===== src/rtl/bin_to_bcd_seq.sv =====
// Sequential double-dabble binary-to-BCD converter, one shift per clock.
// Define BIN_TO_BCD_SIGNED_EN to treat bin_in as two's complement and report the sign on neg.
module bin_to_bcd_seq #(
  parameter int WIDTH  = 8,
  parameter int DIGITS = 3
) (
  input  logic                  clk,
  input  logic                  reset,
  input  logic                  start,
  input  logic [WIDTH-1:0]      bin_in,
  output logic                  busy,
  output logic                  done,
  output logic [4*DIGITS-1:0]   bcd_out,
  output logic                  neg
);

  localparam int BW = 4*DIGITS;
  localparam int SW = BW + WIDTH;
  localparam int CW = $clog2(WIDTH+1);

  localparam logic S_IDLE  = 1'b0;
  localparam logic S_SHIFT = 1'b1;

  logic          r_state;
  logic [SW-1:0] r_scr;
  logic [CW-1:0] r_cnt;
  logic [SW-1:0] w_adj;
  logic [SW-1:0] w_shift;
  logic [WIDTH-1:0] w_mag;
  logic          w_last;

  // Add-3 correction on every digit >= 5, then the shift for this cycle.
  always_comb begin
    w_adj = r_scr;
    for (int d = 0; d < DIGITS; d++) begin
      if (r_scr[WIDTH+4*d +: 4] >= 4'd5)
        w_adj[WIDTH+4*d +: 4] = r_scr[WIDTH+4*d +: 4] + 4'd3;
    end
    w_shift = w_adj << 1;
  end

  assign w_last = (r_cnt == CW'(WIDTH-1));

`ifdef BIN_TO_BCD_SIGNED_EN
  logic r_pend;
  // Magnitude of the two's-complement input; -MIN wraps to 2^(WIDTH-1) read unsigned.
  assign w_mag = bin_in[WIDTH-1] ? (~bin_in + 1'b1) : bin_in;

  always_ff @(posedge clk or posedge reset) begin
    if (reset) begin
      r_pend <= 1'b0;
      neg    <= 1'b0;
    end else if (r_state == S_IDLE) begin
      if (start) r_pend <= bin_in[WIDTH-1];
    end else if (w_last) begin
      neg <= r_pend;
    end
  end
`else
  assign w_mag = bin_in;
  assign neg   = 1'b0;
`endif

  always_ff @(posedge clk or posedge reset) begin
    if (reset) begin
      r_state <= S_IDLE;
      r_scr   <= '0;
      r_cnt   <= '0;
      busy    <= 1'b0;
      done    <= 1'b0;
      bcd_out <= '0;
    end else begin
      case (r_state)
        S_IDLE: begin
          done <= 1'b0;
          if (start) begin
            r_scr   <= {{BW{1'b0}}, w_mag};
            r_cnt   <= '0;
            busy    <= 1'b1;
            r_state <= S_SHIFT;
          end
        end
        default: begin
          r_scr <= w_shift;
          r_cnt <= r_cnt + 1'b1;
          if (w_last) begin
            bcd_out <= w_shift[SW-1:WIDTH];
            done    <= 1'b1;
            busy    <= 1'b0;
            r_state <= S_IDLE;
          end
        end
      endcase
    end
  end

endmodule


===== config.mk =====
export PLATFORM = sky130hd
export DESIGN_NAME = bin_to_bcd_seq
export DESIGN_NICKNAME = d
export VERILOG_FILES = /design/src/rtl/bin_to_bcd_seq.sv
export SDC_FILE = /design/constraint.sdc
export NUM_CORES = 1
export LEC_CHECK = 0
export CORE_MARGIN = 1
export CORE_UTILIZATION = 48
export CTS_CLUSTER_SIZE = 25
export DETAILED_ROUTE_END_ITERATION = 8
export HOLD_SLACK_MARGIN = 0.02
export MAX_ROUTING_LAYER = met4
export PLACE_DENSITY = 0.74
export SETUP_SLACK_MARGIN = 0.15
export SLEW_MARGIN = 20
export SYNTH_ARGS = -nofsm -noshare
export SYNTH_HDL_FRONTEND = slang
export SYNTH_SLANG_ARGS = --single-unit

===== constraint.sdc =====
create_clock -name clk -period 1.32 [get_ports clk]
set_clock_uncertainty 0.05 [all_clocks]
set_input_delay 0.132 -clock clk [delete_from_list [all_inputs] [get_ports clk]]
set_output_delay 0.132 -clock clk [all_outputs]
set_load 0.005 [all_outputs]

# --- After elaboration in Yosys (flattened, before gate mapping) ---
# Index checks and enable logic that the tools add are counted.
word_totals:
  reg_bits: 39
  inputBits: 11
  out_inout_bits: 15
  elab_cells: 33
op_classes:
  addsub: 4
  n_lt_le_gt_ge: 3
  eq_ne: 2
  n_mux: 15
  reduce_logical: 3
op_table:
  columns: ["operator", "n"]
  rows:
  - ["$mux W20", 2]
  - ["$mux W4", 4]
  - ["$ge A4 B3 Y1 const B", 3]
  - ["$add A4 B2 Y4 const B", 2]
  - ["$mux W1", 8]
  - ["$add A4 B1 Y4 const B", 1]
  - ["$eq A4 B3 Y1 const B", 1]
  - ["$reduce_and A2 Y1", 2]
  - ["$add A3 B2 Y3 const B", 1]
  - ["$mux W3", 1]
  - ["$ne A2 B1 Y1 const B", 1]
  - ["$reduce_bool A2 Y1", 1]

# --- Depth between registers and ports, before layout ---
logic_depth:
  word_depth: 3
  depth_mapped: 6
  mapped_depth_nobuf: 6

# --- Worst setup path after synthesis ---
# Ideal clock, no wire load.
synth_path:
  path_type: "register to register"
  startpoint: "reg r_scr[12]"
  endpoint: "reg bcd_out[6]"
  setup_ps: 125
  t_arrival_ps: 1272
  t_required_ps: 1145
  slack_ps: -127
  path_stages_with_launch: 6
  n_path_buf: 0
  cell_sequence: "dfrtp_1 ha_1 nand2b_1 a21oi_2 mux2i_1 mux2_2"
synth_between:
  elab_chain_cells: 2
  word_cells_on_any_way: 3
  cone_classes: "add/sub: 1; order compare: 1; mux: 1"
synth_rtl:
  columns: ["element", "line_no", "source"]
  rows:
  - ["from (decl)", "25", "logic [SW-1:0] r_scr;"]
  - ["from (signal assigned)", "77", "r_scr <= {{BW{1'b0}}, w_mag};"]
  - ["from (signal assigned)", "84", "r_scr <= w_shift;"]
  - ["$add A4 B2 Y4 / $ge A4 B3 Y1 (equally long branches)", "37, 36", null]
  - ["$mux W4 (*)", "36", "if (r_scr[WIDTH+4*d +: 4] >= 4'd5)"]
  - ["to (signal assigned)", "87", "bcd_out <= w_shift[SW-1:WIDTH];"]
  - ["to (decl)", "13", "output logic [4*DIGITS-1:0] bcd_out,"]
# Every way passes the cells marked *; elsewhere a longest branch is shown, timed or not.
# A chain may end at the register's enable or synchronous reset.

# --- Worst setup path in the final report ---
layout_path:
  startpoint: "reg r_scr[9]"
  endpoint: "reg bcd_out[2]"
# Same word-level chain as after synthesis.

==> impl_metrics.csv <==
group,metric,value,unit
outcome,status,"complete, but fails checks",
outcome,violations,"setup timing",
clock_tree,clockBufferDepth,2,
routing,wl,4.58,mm
clock_tree,clockRootBuffer,"clkbuf_8",
clock_tree,htree_levels,2,
grt,use_met2,39.5,%
worst_setup_path,path_class,"flip-flop to flip-flop",
flow_run,max-cap-violations,0,
timing,fmax,648,MHz
power_and_ir_drop,fin_total_pwr,7.45,mW
synthesis,syn_area_per_cell,10.8,sq um
routing,dr.pass1.iters,4,
synthesis,yosysWarnings,0,
worst_setup_path,crit_chain,"inv_2 -> ha_4 -> nand2b_4 -> a21oi_4 -> mux2i_2 -> mux2_4",
timing,setup_ws,-0.222,ns
power_and_ir_drop,leakage,1.37,nW
clock_tree,cts_tree,"done",
worst_setup_path,path_delay_family,"multiplexers",
grt,grt_use_met1,27.1,%
power_and_ir_drop,power_frac_seq,30.2,%
power_and_ir_drop,p_per_area,2610,nW/um^2
final_layout,nNetsFinal,256,
final_layout,drive_above_1_share,42.3,%
worst_setup_path,startpoint,"r_scr[9]$_DFFE_PP0P_",
timing,final_max_slew_viol_count,0,
power_and_ir_drop,comb_power_share,57.8,%
clock_tree,clock-sinks,39,
power_and_ir_drop,internal_power,4.64,mW
timing,fin_crit_sh,117,%
timing,finalCriticalPeriod,1.54,ns
grt,grt_use_met3,4.40,%
final_layout,antennaDiodeCount,0,
worst_setup_path,required,1.52,ns
synthesis,synth_cells,175,
floorplanning,initial_core_util,50.8,%
grt,grt_pass1_wl,7.01,mm
synthesis,syn_area,1890,sq um
routing,drc,0,
worst_setup_path,cp-start-kind,"flip-flop",
floorplanning,dieArea,4190,sq um
worst_setup_path,worst-path-buf-inv,1,
timing,setup_viol,18,
placed_design,hpwlAfterDp,2.67,mm
synthesis,yosys_register_bits,39,
placed_design,place.port_buffers,24,
grt,grt_usage,23.3,%
routing,avgViaCountPerCell,5.45,
final_layout,fin_util,76.9,%
floorplanning,die_y,64.7,um
clock_tree,cts-buffers-inserted,5,
floorplanning,rows,22,
clock_tree,clkTransAtPathRegs,0.09,ns
final_layout,final_cell_mix,"36 x dfrtp_1, 27 x buf_4, 20 x nand2_1",
synthesis,ys_seq_area_share,51.7,%
timing,rsz0062_at_grt,"yes",
power_and_ir_drop,p_sw,2.81,mW
clock_tree,insertion_delay,0.30,ns
floorplanning,io_pins,26,
worst_setup_path,crit_fanout,3,
worst_setup_path,slowest_delay,0.37,ns
final_layout,area_growth_syn_to_layout,51.4,%
power_and_ir_drop,vdd_ir_drop_max,0.00141,V
grt,first_global_vias,1507,
synthesis,synthDistinctLibCells,29,
grt,grt_max_degree,40,
grt,gr-total-overflow,0,
placed_design,place_ws,-0.182,ns
routing,drtIter0Drc,58,
worst_setup_path,arrival,1.74,ns
power_and_ir_drop,p_sw_share,37.7,%
worst_setup_path,r2r-start,"r_scr[9]$_DFFE_PP0P_",
worst_setup_path,worst_setup_path_end_kind,"flip-flop",
routing,wl_per_cell,15.9,um
min_path,hold_path.class,"input port to asynchronous set/reset pin",
clock_tree,ctsHoldBuffers,0,
routing,vias,1563,
timing,hold_viol,0,
placed_design,place_congestion,0.805,
timing,holdWs,0.136,ns
routing,antenna_left,0,
worst_setup_path,critPathSlowestCell,"dfrtp_1",
grt,gr-max-usage-layer,"met2",
power_and_ir_drop,clkPwrFrac,12.1,%
floorplanning,die_w,64.7,um
floorplanning,core,3720,sq um
synthesis,syn-num-nets,193,
final_layout,final_common_cell,"dfrtp_1",
grt,antenna_found_initial,0,
timing,fin_tns_setup,-2.01,ns
per-layer routing:
layer	vias to the layer above	share of wire, %	routed length (um)
met2	50	51	2330
met1	777	43	1970
met4	0	2.3	106
met5	-	0	0
li1	727	-	-
met3	9	3.7	171
sequential cells by signal, summed over array words and instances (netlist names):
name	cells
bcd_out	12
busy	1
done	1
r_cnt	4
r_scr	20
r_state	1
power groups by stage:
stage | combinational (mW) | clock [mW] | sequential (mW)
floorplan | 1.97 | 0 | 2.11
global placement | 3.02 | 0 | 2.10
detailed placement | 3.17 | 0 | 2.14
CTS | 3.79 | 0.905 | 2.18
global route | 4.61 | 0.957 | 2.30
finish | 4.30 | 0.899 | 2.25
worst paths after layout:
kind	slack, ns	cells past startpoint	to
worst max-delay path	-0.22	6	bcd_out[2]$_DFFE_PP0P_
max in group asynchronous	0.86	3	r_scr[8]$_DFFE_PP0P_
worst max register to register	-0.22	6	bcd_out[2]$_DFFE_PP0P_
worst min-delay path	0.14	3	r_scr[10]$_DFFE_PP0P_
min in group clk	0.41	3	r_scr[0]$_DFFE_PP0P_
worst min register to register	0.44	2	r_scr[7]$_DFFE_PP0P_
worst reg2reg max path, cell delays in order, from the launching register on:
cell	delay (ns)
dfrtp_1	0.37
inv_2	0.08
ha_4	0.17
nand2b_4	0.15
a21oi_4	0.20
mux2i_2	0.29
mux2_4	0.18
repair_timing:
| action | in CTS | in global routing |
|---|---|---|
| gates resized for setup | 54 | 24 |
| setup endpoints to repair | 43 | 30 |
| setup buffers | 11 | 5 |
| gates cloned | 1 | 0 |
| pin swaps | 15 | 14 |
Yosys cell counts:
| cell | n | area (sq um) |
|---|---|---|
| a21oi_2 | 3 | 26.3 |
| mux2_2 | 6 | 67.6 |
| and2_1 | 1 | 6.26 |
| clkbuf_1 | 2 | 7.51 |
| nand3_1 | 1 | 5.00 |
| inv_1 | 9 | 33.8 |
| and2b_4 | 1 | 10.0 |
| mux2_1 | 1 | 11.3 |
| o31ai_1 | 1 | 7.51 |
| a31oi_1 | 1 | 6.26 |
| a22o_1 | 1 | 8.76 |
| xor2_1 | 1 | 8.76 |
| a21oi_1 | 6 | 30.0 |
| conb_1 | 1 | 3.75 |
| nand2b_1 | 6 | 37.5 |
| nor2_1 | 3 | 11.3 |
| nor3_1 | 3 | 15.0 |
| nand3_4 | 1 | 17.5 |
| o21ai_0 | 15 | 75.1 |
| o21ai_1 | 3 | 15.0 |
| nor3b_1 | 7 | 52.6 |
| buf_4 | 3 | 22.5 |
| a21o_1 | 7 | 52.6 |
| xnor2_1 | 3 | 26.3 |
| ha_1 | 7 | 87.6 |
| buf_2 | 4 | 20.0 |
| mux2i_1 | 16 | 160 |
| dfrtp_1 | 39 | 976 |
| nand2_1 | 23 | 86.3 |
stage by stage:
stage	cells	instance area, sq um
2_1_floorplan	175	1950
3_3_place_gp	262	2400
3_5_place_dp	262	2400
4_1_cts	282	2720
5_1_grt	287	2860
6_report	287	2860
layout make-up:
cell class	count	area, sq um
inverter	9	33.8
multi-input combinational	119	1090
sequential	39	980
fill	220	858
tap	48	60.1
clock inverter	1	7.51
timing repair buffer	64	592
clock buffer	7	96.3
cell families (layout without fill, tap and decap cells):
logic type | count (synthesis) | count (layout) | share of synthesized area [%]
simple gates | 46 | 47 | 12.8
buf+inv | 18 | 81 | 4.44
mux | 23 | 23 | 12.7
compound gates | 37 | 37 | 11.7
flops | 39 | 39 | 51.7
fa+ha+maj | 7 | 7 | 4.64
xor+xnor | 4 | 4 | 1.86
other cells | 1 | 1 | 0.199
No activity file was read; power rests on OpenSTA's default activity.
